**src/rtl/pc_sequencer.sv**
```systemverilog
// pc_sequencer: fetch controller owning the program counter.
// Runs from a start address, stalls, branches via a target LUT, halts.
module pc_sequencer #(
   parameter int PC_W   = 8,
   parameter int LUT_AW = 4
) (
   input  logic              clk,
   input  logic              reset_n,
   input  logic              start,
   input  logic [PC_W-1:0]   start_addr,
   input  logic              stall,
   input  logic              branch_taken,
   input  logic [LUT_AW-1:0] target_sel,
   input  logic              halt_req,
   input  logic              lut_we,
   input  logic [LUT_AW-1:0] lut_waddr,
   input  logic [PC_W-1:0]   lut_wdata,
   output logic [PC_W-1:0]   pc,
   output logic              fetch_valid,
   output logic              busy,
   output logic              done
);

   localparam int LUT_N = 2 ** LUT_AW;

   typedef enum logic [1:0] {
      IDLE   = 2'd0,
      RUN    = 2'd1,
      HALTED = 2'd2
   } state_t;

   state_t          state;
   state_t          state_nx;
   logic [PC_W-1:0] pc_nx;
   logic [PC_W-1:0] lut [LUT_N];
   logic [PC_W-1:0] target;

   // Branch target comes from registered LUT contents (old value on same-cycle write)
   assign target = lut[target_sel];

   // State and PC registers
   always_ff @(posedge clk or negedge reset_n) begin
      if (!reset_n) begin
         state <= IDLE;
         pc    <= '0;
      end else begin
         state <= state_nx;
         pc    <= pc_nx;
      end
   end

   // Branch-target table, writable in any state, cleared by reset
   always_ff @(posedge clk or negedge reset_n) begin
      if (!reset_n) begin
         for (int i = 0; i < LUT_N; i++)
            lut[i] <= '0;
      end else if (lut_we) begin
         lut[lut_waddr] <= lut_wdata;
      end
   end

   // Next state and next PC: halt beats stall beats branch beats increment
   always_comb begin
      state_nx = state;
      pc_nx    = pc;
      unique case (state)
         IDLE: begin
            if (start) begin
               state_nx = RUN;
               pc_nx    = start_addr;
            end
         end
         RUN: begin
            if (halt_req)
               state_nx = HALTED;
            else if (stall)
               pc_nx = pc;
            else if (branch_taken)
               pc_nx = target;
            else
               pc_nx = pc + PC_W'(1);
         end
         HALTED: begin
            if (start) begin
               state_nx = RUN;
               pc_nx    = start_addr;
            end
         end
         default: begin
            state_nx = IDLE;
            pc_nx    = '0;
         end
      endcase
   end

   // Status decoded from the registered state; fetch_valid also sees inputs
   assign busy        = (state == RUN);
   assign done        = (state == HALTED);
   assign fetch_valid = busy & ~stall & ~halt_req;

endmodule

```
**config.mk**
```make
export PLATFORM = sky130hd
export DESIGN_NAME = pc_sequencer
export DESIGN_NICKNAME = d
export VERILOG_FILES = /design/src/rtl/pc_sequencer.sv
export SDC_FILE = /design/constraint.sdc
export NUM_CORES = 1
export LEC_CHECK = 0
export BUFFER_PORTS_ARGS = -buffer_cell sky130_fd_sc_hd__buf_2
export CAP_MARGIN = 25
export CORE_MARGIN = 4
export CORE_UTILIZATION = 55
export DETAILED_ROUTE_END_ITERATION = 10
export PLACE_DENSITY = 0.83
export SYNTH_ARGS = -nofsm -noshare
export SYNTH_HDL_FRONTEND = slang
export SYNTH_SLANG_ARGS = --single-unit
```
**constraint.sdc**
```tcl
create_clock -name clk -period 1.72 [get_ports clk]
set_clock_uncertainty 0.15 [all_clocks]
set_input_delay 0.258 -clock clk [delete_from_list [all_inputs] [get_ports clk]]
set_output_delay 0.258 -clock clk [all_outputs]
set_load 0.03 [all_outputs]
```
==> insert_results.sql, run 1 <==
INSERT INTO impl_metrics (metric_group, metric, value, unit) VALUES
('outcome', 'result_of_the_run', 'finished, violations left', ''),
('outcome', 'failed_checks', 'setup timing', ''),
('power_and_ir_drop', 'p_int', '0.00763', 'W'),
('timing', 'final-setup-viol-count', '4', ''),
('critical_path', 'worst-endpoint-required', '1.87', 'ns'),
('placement', 'placed_cell_area', '7370', 'µm²'),
('final_layout', 'fin_nets', '575', ''),
('routing', 'route.vias.total', '4419', ''),
('critical_path', 'worst_setup_path_startpoint', 'lut[100]', ''),
('global_routing', 'globalRouteTotalUtil', '0.259', ''),
('die', 'die-area', '13800', 'µm²'),
('routing', 'detailedRoute.firstIterationViolations', '448', ''),
('die', 'fp-row-count', '39', ''),
('placement', 'detailedPlace.worstSlack', '-0.407', 'ns'),
('timing', 'setup_slack', '-0.132', 'ns'),
('clock_tree', 'cts_buffers', '17', ''),
('critical_path', 'cp-start-kind', 'flip-flop', ''),
('power_and_ir_drop', 'static-leakage-power', '3.52', 'nW'),
('logic_synthesis', 'synth_seq_cells', '138', ''),
('die', 'die_h', '118', 'µm'),
('global_routing', 'gr-total-overflow', '0', ''),
('min_path', 'min_path_type', 'input port to flip-flop', ''),
('clock_tree', 'clk_transition_reported_paths', '0.05', 'ns'),
('routing', 'totalWireLength', '17000', 'µm'),
('timing', 'slew_viol_final', '0', ''),
('power_and_ir_drop', 'netSwitchingFraction', '0.273', ''),
('timing', 'timing.slew.headroom', '0.681', ''),
('final_layout', 'finish.instance_area', '8040', 'µm²'),
('clock_tree', 'clock_tree.root_cell', 'sky130_fd_sc_hd__clkbuf_16', ''),
('global_routing', 'number_of_global_route_vias_before_repair', '4792', ''),
('min_path', 'timing.hold.worst.start', 'halt_req', ''),
('critical_path', 'crit_path_frequent_cell', 'sky130_fd_sc_hd__mux4_2', ''),
('timing', 'timing.final.crit_share', '1.08', ''),
('critical_path', 'timing.critical_path.to_type', 'flip-flop', ''),
('critical_path', 'max_fanout_on_critical_path', '2', ''),
('logic_synthesis', 'synth.yosys.seq_area_share', '0.523', ''),
('power_and_ir_drop', 'vdd_ir_drop_max', '0.664', 'mV'),
('power_and_ir_drop', 'power.share.combinational', '0.222', ''),
('critical_path', 'worstPathArrival', '2.00', 'ns'),
('timing', 'timing.fmax', '540', 'MHz'),
('die', 'chipWidth', '118', 'µm'),
('final_layout', 'syn_to_final_growth', '21.7', '%'),
('routing', 'detail_route.first_pass.iterations', '5', ''),
('logic_synthesis', 'number_of_different_library_cells_in_the_post_synthesis_netlist', '44', ''),
('clock_tree', 'htree_levels', '4', ''),
('power_and_ir_drop', 'proportion_of_power_drawn_by_flip_flops_and_latches', '0.435', ''),
('job', 'maximum_capacitance_violations', '0', ''),
('clock_tree', 'clock_insertion_delay_worst_skew', '0.42', 'ns'),
('critical_path', 'timing.critical_path.slowest_cell_delay', '0.53', 'ns'),
('timing', 'report.final.hold_viol_count', '0', ''),
('logic_synthesis', 'synth_flop_cell', 'sky130_fd_sc_hd__dfrtp_1', ''),
('placement', 'dp_hpwl', '11100', 'µm'),
('logic_synthesis', 'async_reset_ff_frac', '1.00', ''),
('final_layout', 'post_route_cells_drive_above_1_share', '0.532', ''),
('die', 'floorplan.core_area', '11600', 'µm²'),
('routing', 'avgRoutedWirePerCell', '24.4', 'µm'),
('global_routing', 'grt_max_degree', '44', ''),
('critical_path', 'timing_worst_setup_path_type', 'flip-flop to flip-flop', ''),
('power_and_ir_drop', 'clock_power_share', '0.343', ''),
('logic_synthesis', 'synthesis.area_per_instance', '14.4', 'µm²'),
('placement', 'globalplace.congestion', '0.891', ''),
('logic_synthesis', 'synth_edf_count', '0', ''),
('logic_synthesis', 'post_synthesis_net_count', '491', ''),
('routing', 'vias_per_cell', '6.34', ''),
('routing', 'drcViolationCount', '0', ''),
('routing', 'final_antenna_net_count', '0', ''),
('die', 'initial_utilization', '0.571', ''),
('clock_tree', 'numClockSinks', '138', ''),
('critical_path', 'critical-path-slowest-cell', 'sky130_fd_sc_hd__mux4_2', ''),
('critical_path', 'worstPathCellList', 'mux4_2, mux4_2, nor3_2, nor3_1', ''),
('global_routing', 'initial_antenna_violation_count', '0', '');
[metrics by stage]
step / power [W] / hold WS, ns / TNS (ns) / instances
after detailed placement: 0.00679 / 0.0661 / -2.71 / 662
after global routing: 0.0109 / 0.0340 / -0.607 / 697
after CTS: 0.0105 / 0.00104 / -0.311 / 695
after global placement: 0.00662 / 0.0596 / -2.25 / 662
final: 0.0105 / 0.0200 / -0.286 / 697
after floorplan: 0.00600 / -0.188 / -0.507 / 459
[final timing paths]
path                             to  slack (ns)  cells past startpoint
max                           pc[4]       -0.13                      4
min                        state[1]        0.02                      2
max reg2reg                   pc[4]       -0.13                      4
min reg2reg                 lut[87]        0.35                      1
max in group asynchronous   lut[87]        0.69                      3
min in group asynchronous   lut[21]        0.18                      2
[state kept, by name, summed over array words and instances (netlist names)]
name   count
lut      128
pc         8
state      2
[power by group through the flow]
| stage | Clock [W] | Sequential, W | Combinational, W |
|---|---|---|---|
| 6_report | 0.00360 | 0.00457 | 0.00233 |
| 5_1_grt | 0.00378 | 0.00465 | 0.00250 |
| 4_1_cts | 0.00362 | 0.00455 | 0.00229 |
| 3_5_place_dp | 0 | 0.00458 | 0.00221 |
| 3_3_place_gp | 0 | 0.00452 | 0.00211 |
| 2_1_floorplan | 0 | 0.00452 | 0.00148 |
[Yosys cell counts, drive strengths merged (4+ instances only)]
master / number / area [µm²]
nor2b: 7 / 43.8
nor3: 9 / 55.1
clkbuf: 21 / 78.8
nand3: 4 / 20.0
mux4: 33 / 743
dfrtp: 138 / 3450
nor2: 17 / 63.8
and3: 4 / 25.0
o21ai: 8 / 40.0
nand2b: 6 / 37.5
inv: 8 / 30.0
a21oi: 4 / 20.0
nand2: 9 / 33.8
mux2: 131 / 1480
mux2i: 7 / 70.1
buf: 6 / 51.3
[per-layer routing]
metal | GRT usage | up-vias | share of wire
met5 | 0 | - | 0
met4 | 0.0974 | 0 | 0.027
met3 | 0.0875 | 35 | 0.079
met2 | 0.397 | 178 | 0.48
met1 | 0.345 | 2310 | 0.41
li1 | - | 1896 | -
[area by class of cell]
cell class              instances  area, µm²
clock buffers                  22        454
multi-input cells             286       3060
well taps                     143        179
clock inverters                 8        121
flip-flops and latches        138       3460
repair buffers                 92        738
fillers                       723       3520
inverters                       8       32.5
[placed cells by master (no fill, tap or decap), types with 4 or more instances in the layout]
| master | count |
|---|---|
| sky130_fd_sc_hd__mux2i_1 | 7 |
| sky130_fd_sc_hd__nor3_1 | 6 |
| sky130_fd_sc_hd__clkbuf_1 | 4 |
| sky130_fd_sc_hd__nor2b_1 | 6 |
| sky130_fd_sc_hd__mux4_2 | 33 |
| sky130_fd_sc_hd__nor2_1 | 17 |
| sky130_fd_sc_hd__inv_1 | 7 |
| sky130_fd_sc_hd__clkbuf_16 | 17 |
| sky130_fd_sc_hd__o21ai_0 | 8 |
| sky130_fd_sc_hd__nand2b_1 | 5 |
| sky130_fd_sc_hd__dfrtp_1 | 136 |
| sky130_fd_sc_hd__buf_2 | 36 |
| sky130_fd_sc_hd__a21oi_1 | 4 |
| sky130_fd_sc_hd__nand2_1 | 9 |
| sky130_fd_sc_hd__buf_12 | 10 |
| sky130_fd_sc_hd__nand3_1 | 4 |
| sky130_fd_sc_hd__mux2_2 | 131 |
| sky130_fd_sc_hd__and3_1 | 4 |
| sky130_fd_sc_hd__buf_4 | 40 |
[cells by family (layout without fill, tap and decap cells)]
| kind of cell | Yosys count | after routing | share of synthesized area |
|---|---|---|---|
| muxes | 171 | 171 | 0.346 |
| and+or+nand+nor | 72 | 72 | 0.0589 |
| DFF | 138 | 138 | 0.523 |
| buffers and inverters | 35 | 130 | 0.0242 |
| AOI/OAI and AO/OA | 41 | 41 | 0.0449 |
| adders and majority gates | 1 | 1 | 0.00189 |
| xor gates and xnor gates | 1 | 1 | 0.00133 |
[worst max-delay path: cells and delay by family (launching register included)]
kind             cells  cell delay (ns)
AND/OR/NAND/NOR      2             0.21
flip-flops           1             0.38
multiplexers         2             1.00
[repair_timing]
action / CTS / global route
hold buffers: 2 / 0
gates cloned: 0 / 0
endpoints found under the hold margin: 127 / 0
setup endpoints to repair: 7 / 10
resized for setup: 10 / 7
buffers inserted: 1 / 2
pin swaps: 3 / 4
Note: power is estimated with default switching activity, not from simulation.
==> run 2: changes to the inputs <==
==> config.mk (replaced) <==
export PLATFORM = sky130hd
export DESIGN_NAME = pc_sequencer
export DESIGN_NICKNAME = d
export VERILOG_FILES = /design/src/rtl/pc_sequencer.sv
export SDC_FILE = /design/constraint.sdc
export NUM_CORES = 1
export LEC_CHECK = 0
export BUFFER_PORTS_ARGS = -buffer_cell sky130_fd_sc_hd__clkbuf_2
export CAP_MARGIN = 25
export CORE_MARGIN = 4
export CORE_UTILIZATION = 57
export CTS_BUF_LIST = sky130_fd_sc_hd__clkbuf_8
export CTS_CLUSTER_SIZE = 8
export DETAILED_ROUTE_END_ITERATION = 10
export PLACE_DENSITY = 0.86
export SYNTH_ARGS = -nofsm -noshare
export SYNTH_HDL_FRONTEND = slang
export SYNTH_SLANG_ARGS = --single-unit
==> insert_results.sql, run 2 (same netlist as run 1, synthesis figures left out) <==
INSERT INTO impl_metrics (metric_group, metric, value, unit) VALUES
('outcome', 'result_of_the_run', 'finished, violations left', ''),
('outcome', 'failed_checks', 'setup timing', ''),
('final_layout', 'reg_top3', 'lut (128), pc (8), state (2)', ''),
('global_routing', 'grt_max_degree', '50', ''),
('job', 'maximum_capacitance_violations', '0', ''),
('final_layout', 'largest_register_ffs', '128', ''),
('routing', 'detailedRoute.firstIterationViolations', '367', ''),
('clock_tree', 'tritoncts', 'built', ''),
('critical_path', 'timing.critical_path.to_type', 'flip-flop', ''),
('final_layout', 'syn_to_final_growth', '19.8', '%'),
('routing', 'vias_per_cell', '6.45', ''),
('global_routing', 'globalRouteTotalUtil', '0.273', ''),
('critical_path', 'max_fanout_on_critical_path', '2', ''),
('final_layout', 'post_route_cells_drive_above_1_share', '0.544', ''),
('die', 'initial_utilization', '0.581', ''),
('power_and_ir_drop', 'pd_cells', '1210', 'nW/µm²'),
('timing', 'worst_hold_slack', '0.0852', 'ns'),
('placement', 'detailedPlace.worstSlack', '-0.314', 'ns'),
('placement', 'dp_hpwl', '11600', 'µm'),
('clock_tree', 'cts_buffers', '17', ''),
('timing', 'final-setup-viol-count', '3', ''),
('routing', 'maxUsedRoutingLayer', 'met4', ''),
('die', 'die_h', '116', 'µm'),
('critical_path', 'timing_worst_setup_path_type', 'flip-flop to flip-flop', ''),
('timing', 'slew_viol_final', '0', ''),
('timing', 'max_slew.worst_pin.slew', '0.495', 'ns'),
('placement', 'io_buffer_count', '41', ''),
('timing', 'finalCriticalPeriod', '1.80', 'ns'),
('clock_tree', 'clock_tree.buffer_depth', '2', ''),
('global_routing', 'number_of_global_route_vias_before_repair', '4783', ''),
('global_routing', 'gr-total-overflow', '0', ''),
('timing', 'rsz0062_at_grt', 'yes', ''),
('power_and_ir_drop', 'static-leakage-power', '3.48', 'nW'),
('clock_tree', 'clock_insertion_delay_worst_skew', '0.43', 'ns'),
('final_layout', 'max_flop_register', 'lut', ''),
('routing', 'detailroute.wirelength.met3', '1370', 'µm'),
('critical_path', 'worst-endpoint-required', '1.88', 'ns'),
('placement', 'globalplace.congestion', '0.863', ''),
('final_layout', 'antenna_cells', '0', ''),
('clock_tree', 'htree_levels', '4', ''),
('routing', 'drcViolationCount', '0', ''),
('final_layout', 'layout_common_cells', '137 x sky130_fd_sc_hd__dfrtp_1, 131 x sky130_fd_sc_hd__mux2_2, 46 x sky130_fd_sc_hd__buf_4', ''),
('die', 'die-area', '13400', 'µm²'),
('die', 'boundaryPins', '42', ''),
('critical_path', 'critical-path-slowest-cell', 'sky130_fd_sc_hd__mux4_2', ''),
('routing', 'detail_route.first_pass.iterations', '5', ''),
('critical_path', 'category_of_cells_accounting_for_the_largest_share_of_critical_path_delay', 'multiplexers', ''),
('die', 'fp-row-count', '39', ''),
('timing', 'report.final.hold_viol_count', '0', ''),
('critical_path', 'worstPathCellList', 'mux4_2, mux4_2, nor3_2, nor3_1', ''),
('critical_path', 'timing.critical_path.slowest_cell_delay', '0.48', 'ns'),
('timing', 'timing.final.crit_share', '1.05', ''),
('clock_tree', 'clk_transition_reported_paths', '0.08', 'ns'),
('min_path', 'min_path_type', 'input port to flip-flop', ''),
('timing', 'timing.fmax', '554', 'MHz'),
('final_layout', 'most_common_cell_after_layout_fill_and_taps_aside', 'sky130_fd_sc_hd__dfrtp_1', ''),
('final_layout', 'fin_nets', '582', ''),
('die', 'chipWidth', '116', 'µm'),
('timing', 'finalSetupTns', '-0.206', 'ns'),
('clock_tree', 'clock_tree.root_cell', 'sky130_fd_sc_hd__clkbuf_8', ''),
('global_routing', 'initial_antenna_violation_count', '0', ''),
('final_layout', 'finish.instance_area', '7920', 'µm²'),
('critical_path', 'cp-start-kind', 'flip-flop', ''),
('critical_path', 'crit_path_frequent_cell', 'sky130_fd_sc_hd__mux4_2', ''),
('timing', 'setup_slack', '-0.0845', 'ns'),
('placement', 'placed_cell_area', '7380', 'µm²'),
('routing', 'route.vias.total', '4551', ''),
('routing', 'final_antenna_net_count', '0', ''),
('power_and_ir_drop', 'vdd_ir_drop_max', '0.793', 'mV'),
('routing', 'totalWireLength', '17100', 'µm'),
('routing', 'wirelength_met1', '6840', 'µm'),
('die', 'floorplan.core_area', '11400', 'µm²'),
('critical_path', 'worstPathArrival', '1.96', 'ns'),
('global_routing', 'grt_pass1_wl', '27100', 'µm'),
('routing', 'avgRoutedWirePerCell', '24.2', 'µm'),
('critical_path', 'critical_path.n_buffers_inverters', '0', ''),
('routing', 'dr_wl_met2', '8510', 'µm'),
('timing', 'timing.slew.headroom', '0.670', ''),
('clock_tree', 'numClockSinks', '138', '');
[run 2: path summary, 6_finish.rpt]
check	start	end	slack, ns	cells past startpoint
max in group asynchronous	reset_n	lut[49]	0.66	3
max reg2reg	lut[68]	pc[4]	-0.08	4
max	lut[68]	pc[4]	-0.08	4
min	start_addr[2]	pc[2]	0.09	4
min in group asynchronous	reset_n	lut[2]	0.19	2
min reg2reg	lut[105]	lut[105]	0.35	1
[run 2: layer usage]
metal / track usage / vias to the layer above
li1: - / 1913
met2: 0.451 / 234
met4: 0.0588 / 0
met3: 0.0627 / 38
met5: 0 / -
met1: 0.378 / 2366
[run 2: where the power goes]
group	switching [W]	internal [W]
clock network	0.00135	0.00126
registers	0.000566	0.00402
logic	0.00104	0.00133
total	0.00296	0.00661
[run 2: stage by stage]
stage               utilization  instances  total power (W)
detailed placement        0.649        666          0.00683
CTS                       0.692        702          0.00951
global route              0.696        706          0.00999
floorplan                     -        459          0.00600
finish                    0.696        706          0.00957
global placement          0.649        666          0.00665
[run 2: timing repair]
action / 4_1_cts / 5_1_grt
gates resized for setup: 13 / 6
endpoints found under the setup margin: 7 / 8
endpoints found under the hold margin: 45 / 0
setup buffers: 1 / 5
pin swaps: 0 / 5
hold buffers: 3 / 0
[run 2: final cells by class]
type                    instances  area (µm²)
clock buffers                  19         262
clock inverters                13         135
fillers                       710        3450
inverters                       8        32.5
multi-input cells             286        3060
flip-flops and latches        138        3450
well taps                     143         179
repair buffers                 99         791
[run 2: worst register-to-register path, cell delays in order, from the launching register on]
cell and delay [ns]:
sky130_fd_sc_hd__dfrtp_1 0.41, sky130_fd_sc_hd__mux4_2 0.47, sky130_fd_sc_hd__mux4_2 0.48, sky130_fd_sc_hd__nor3_2 0.12, sky130_fd_sc_hd__nor3_1 0.06
==> run 3: changes to the inputs <==
==> constraint.sdc (replaced) <==
create_clock -name clk -period 1.6 [get_ports clk]
set_clock_uncertainty 0.15 [all_clocks]
set_input_delay 0.24 -clock clk [delete_from_list [all_inputs] [get_ports clk]]
set_output_delay 0.24 -clock clk [all_outputs]
set_load 0.03 [all_outputs]
==> insert_results.sql, run 3 (same netlist as run 1, synthesis figures left out) <==
INSERT INTO impl_metrics (metric_group, metric, value, unit) VALUES
('outcome', 'result_of_the_run', 'finished, violations left', ''),
('outcome', 'failed_checks', 'setup timing', ''),
('routing', 'drcViolationCount', '0', ''),
('timing', 'finalCriticalPeriod', '1.81', 'ns'),
('placement', 'detailedPlace.worstSlack', '-0.399', 'ns'),
('final_layout', 'reg_top3', 'lut (128), pc (8), state (2)', ''),
('critical_path', 'cp-start-kind', 'flip-flop', ''),
('placement', 'io_buffer_count', '41', ''),
('global_routing', 'number_of_global_route_vias_before_repair', '4854', ''),
('clock_tree', 'htree_levels', '4', ''),
('job', 'maximum_capacitance_violations', '0', ''),
('final_layout', 'fin_nets', '597', ''),
('critical_path', 'crit_path_frequent_cell', 'sky130_fd_sc_hd__mux4_2', ''),
('global_routing', 'gr-total-overflow', '0', ''),
('timing', 'final-setup-viol-count', '8', ''),
('routing', 'detail_route.first_pass.iterations', '5', ''),
('min_path', 'min_path_type', 'input port to flip-flop', ''),
('routing', 'avgRoutedWirePerCell', '24.2', 'µm'),
('critical_path', 'timing_worst_setup_path_type', 'flip-flop to flip-flop', ''),
('final_layout', 'antenna_cells', '0', ''),
('critical_path', 'timing.critical_path.slowest_cell_delay', '0.50', 'ns'),
('power_and_ir_drop', 'pd_cells', '1290', 'nW/µm²'),
('clock_tree', 'clk_transition_reported_paths', '0.08', 'ns'),
('global_routing', 'initial_antenna_violation_count', '0', ''),
('global_routing', 'grt_max_degree', '48', ''),
('final_layout', 'n_fill_cell', '672', ''),
('clock_tree', 'clock_insertion_delay_worst_skew', '0.44', 'ns'),
('final_layout', 'syn_to_final_growth', '24.0', '%'),
('die', 'die-area', '13400', 'µm²'),
('timing', 'timing.final.crit_share', '1.13', ''),
('clock_tree', 'clock_tree.buffer_depth', '2', ''),
('timing', 'rsz0062_at_grt', 'yes', ''),
('timing', 'setup_slack', '-0.209', 'ns'),
('critical_path', 'worstPathArrival', '1.98', 'ns'),
('final_layout', 'layout_common_cells', '132 x sky130_fd_sc_hd__dfrtp_1, 129 x sky130_fd_sc_hd__mux2_2, 53 x sky130_fd_sc_hd__buf_4', ''),
('critical_path', 'max_fanout_on_critical_path', '2', ''),
('clock_tree', 'tritoncts', 'built', ''),
('routing', 'detailedRoute.firstIterationViolations', '352', ''),
('critical_path', 'critical-path-slowest-cell', 'sky130_fd_sc_hd__mux4_2', ''),
('global_routing', 'grt_pass1_wl', '26900', 'µm'),
('power_and_ir_drop', 'static-leakage-power', '3.57', 'nW'),
('die', 'initial_utilization', '0.581', ''),
('power_and_ir_drop', 'power.total', '0.0106', 'W'),
('clock_tree', 'clock_tree.root_cell', 'sky130_fd_sc_hd__clkbuf_8', ''),
('global_routing', 'globalRouteTotalUtil', '0.275', ''),
('die', 'chipWidth', '116', 'µm'),
('critical_path', 'worst-endpoint-required', '1.77', 'ns'),
('final_layout', 'largest_register_ffs', '128', ''),
('die', 'die_h', '116', 'µm'),
('critical_path', 'critical_path.n_buffers_inverters', '0', ''),
('critical_path', 'category_of_cells_accounting_for_the_largest_share_of_critical_path_delay', 'multiplexers', ''),
('routing', 'route.vias.total', '4644', ''),
('final_layout', 'max_flop_register', 'lut', ''),
('power_and_ir_drop', 'vdd_ir_drop_max', '0.928', 'mV'),
('final_layout', 'post_route_cells_drive_above_1_share', '0.582', ''),
('routing', 'totalWireLength', '17400', 'µm'),
('final_layout', 'sequential_cell_area', '3460', 'µm²'),
('die', 'boundaryPins', '42', ''),
('timing', 'report.final.hold_viol_count', '0', ''),
('routing', 'vias_per_cell', '6.46', ''),
('clock_tree', 'numClockSinks', '138', ''),
('clock_tree', 'cts_buffers', '17', ''),
('placement', 'globalplace.congestion', '0.889', ''),
('placement', 'dp_hpwl', '11500', 'µm'),
('final_layout', 'most_common_cell_after_layout_fill_and_taps_aside', 'sky130_fd_sc_hd__dfrtp_1', ''),
('timing', 'timing.fmax', '553', 'MHz'),
('routing', 'final_antenna_net_count', '0', ''),
('timing', 'timing.slew.headroom', '0.612', ''),
('timing', 'worst_hold_slack', '0.0712', 'ns'),
('die', 'floorplan.core_area', '11400', 'µm²'),
('critical_path', 'worstPathCellList', 'mux4_2, mux4_2, nor3_2, nor3_1', ''),
('timing', 'slew_viol_final', '0', ''),
('critical_path', 'timing.critical_path.to_type', 'flip-flop', ''),
('final_layout', 'multiInputGateArea', '3150', 'µm²'),
('die', 'fp-row-count', '39', ''),
('timing', 'max_slew.worst_pin.slew', '0.581', 'ns');
run 3: cell count changes in the layout (fill, tap and decap cells not counted), sizes merged:
| cell | before | now |
|---|---|---|
| clkbuf | 58 | 55 |
| clkinv | 6 | 1 |
| bufinv | 1 | 2 |
| inv | 13 | 10 |
| dlygate4sd3 | 3 | 2 |
| clkinvlp | 1 | 6 |
| buf | 57 | 76 |
run 3: area by class of cell:
cell class                 instances  share of cell area
inverter                           8             0.00397
timing repair buffer             114               0.121
clock buffer                      19              0.0319
sequential                       138               0.422
tap                              143              0.0218
multi-input combinational        286               0.384
clock inverter                    11              0.0150
run 3: per-stage QoR:
stage / setup TNS, ns / utilization / cell area (µm²) / std cells
2_1_floorplan: -1.10 / - / 6670 / 459
4_1_cts: -1.13 / 0.710 / 8070 / 714
6_report: -1.03 / 0.721 / 8190 / 719
3_5_place_dp: -5.49 / 0.656 / 7460 / 670
5_1_grt: -1.52 / 0.721 / 8190 / 719
3_3_place_gp: -3.16 / 0.656 / 7460 / 670
run 3: repair_timing:
| action | 4_1_cts | 5_1_grt |
|---|---|---|
| gates resized for setup | 32 | 23 |
| setup endpoints to repair | 10 | 15 |
| buffers inserted | 12 | 5 |
| hold buffers | 2 | 0 |
| cloned | 0 | 0 |
| pin swaps | 10 | 4 |
| endpoints found under the hold margin | 139 | 0 |
run 3: report_power, final:
group | leakage [nW] | internal (W) | switching (W)
Sequential | 1.69 | 0.00434 | 0.000599
Clock | 0.180 | 0.00144 | 0.00130
Combinational | 1.70 | 0.00168 | 0.00124
Total | 3.57 | 0.00746 | 0.00314
run 3: metal layers:
metal,track usage,up-vias,part of all wire
met1,0.371,2411,0.40
met5,0,-,0
met2,0.441,231,0.49
met3,0.0726,50,0.080
met4,0.0874,0,0.029
li1,-,1952,-
run 3: final timing paths:
kind / startpoint / end / slack, ns / depth (start not counted)
worst min register to register: lut[115] / lut[115] / 0.36 / 1
worst max-delay path: lut[107] / pc[3] / -0.21 / 4
worst min-delay path: halt_req / state[1] / 0.07 / 3
max in group asynchronous: reset_n / lut[89] / 0.58 / 3
min in group asynchronous: reset_n / lut[74] / 0.15 / 2
worst max register to register: lut[107] / pc[3] / -0.21 / 4
run 3: worst reg2reg max path, stage by stage, from the launching register on:
cell and delay, ns:
sky130_fd_sc_hd__dfrtp_1 0.39, sky130_fd_sc_hd__mux4_2 0.47, sky130_fd_sc_hd__mux4_2 0.50, sky130_fd_sc_hd__nor3_2 0.13
sky130_fd_sc_hd__nor3_1 0.06
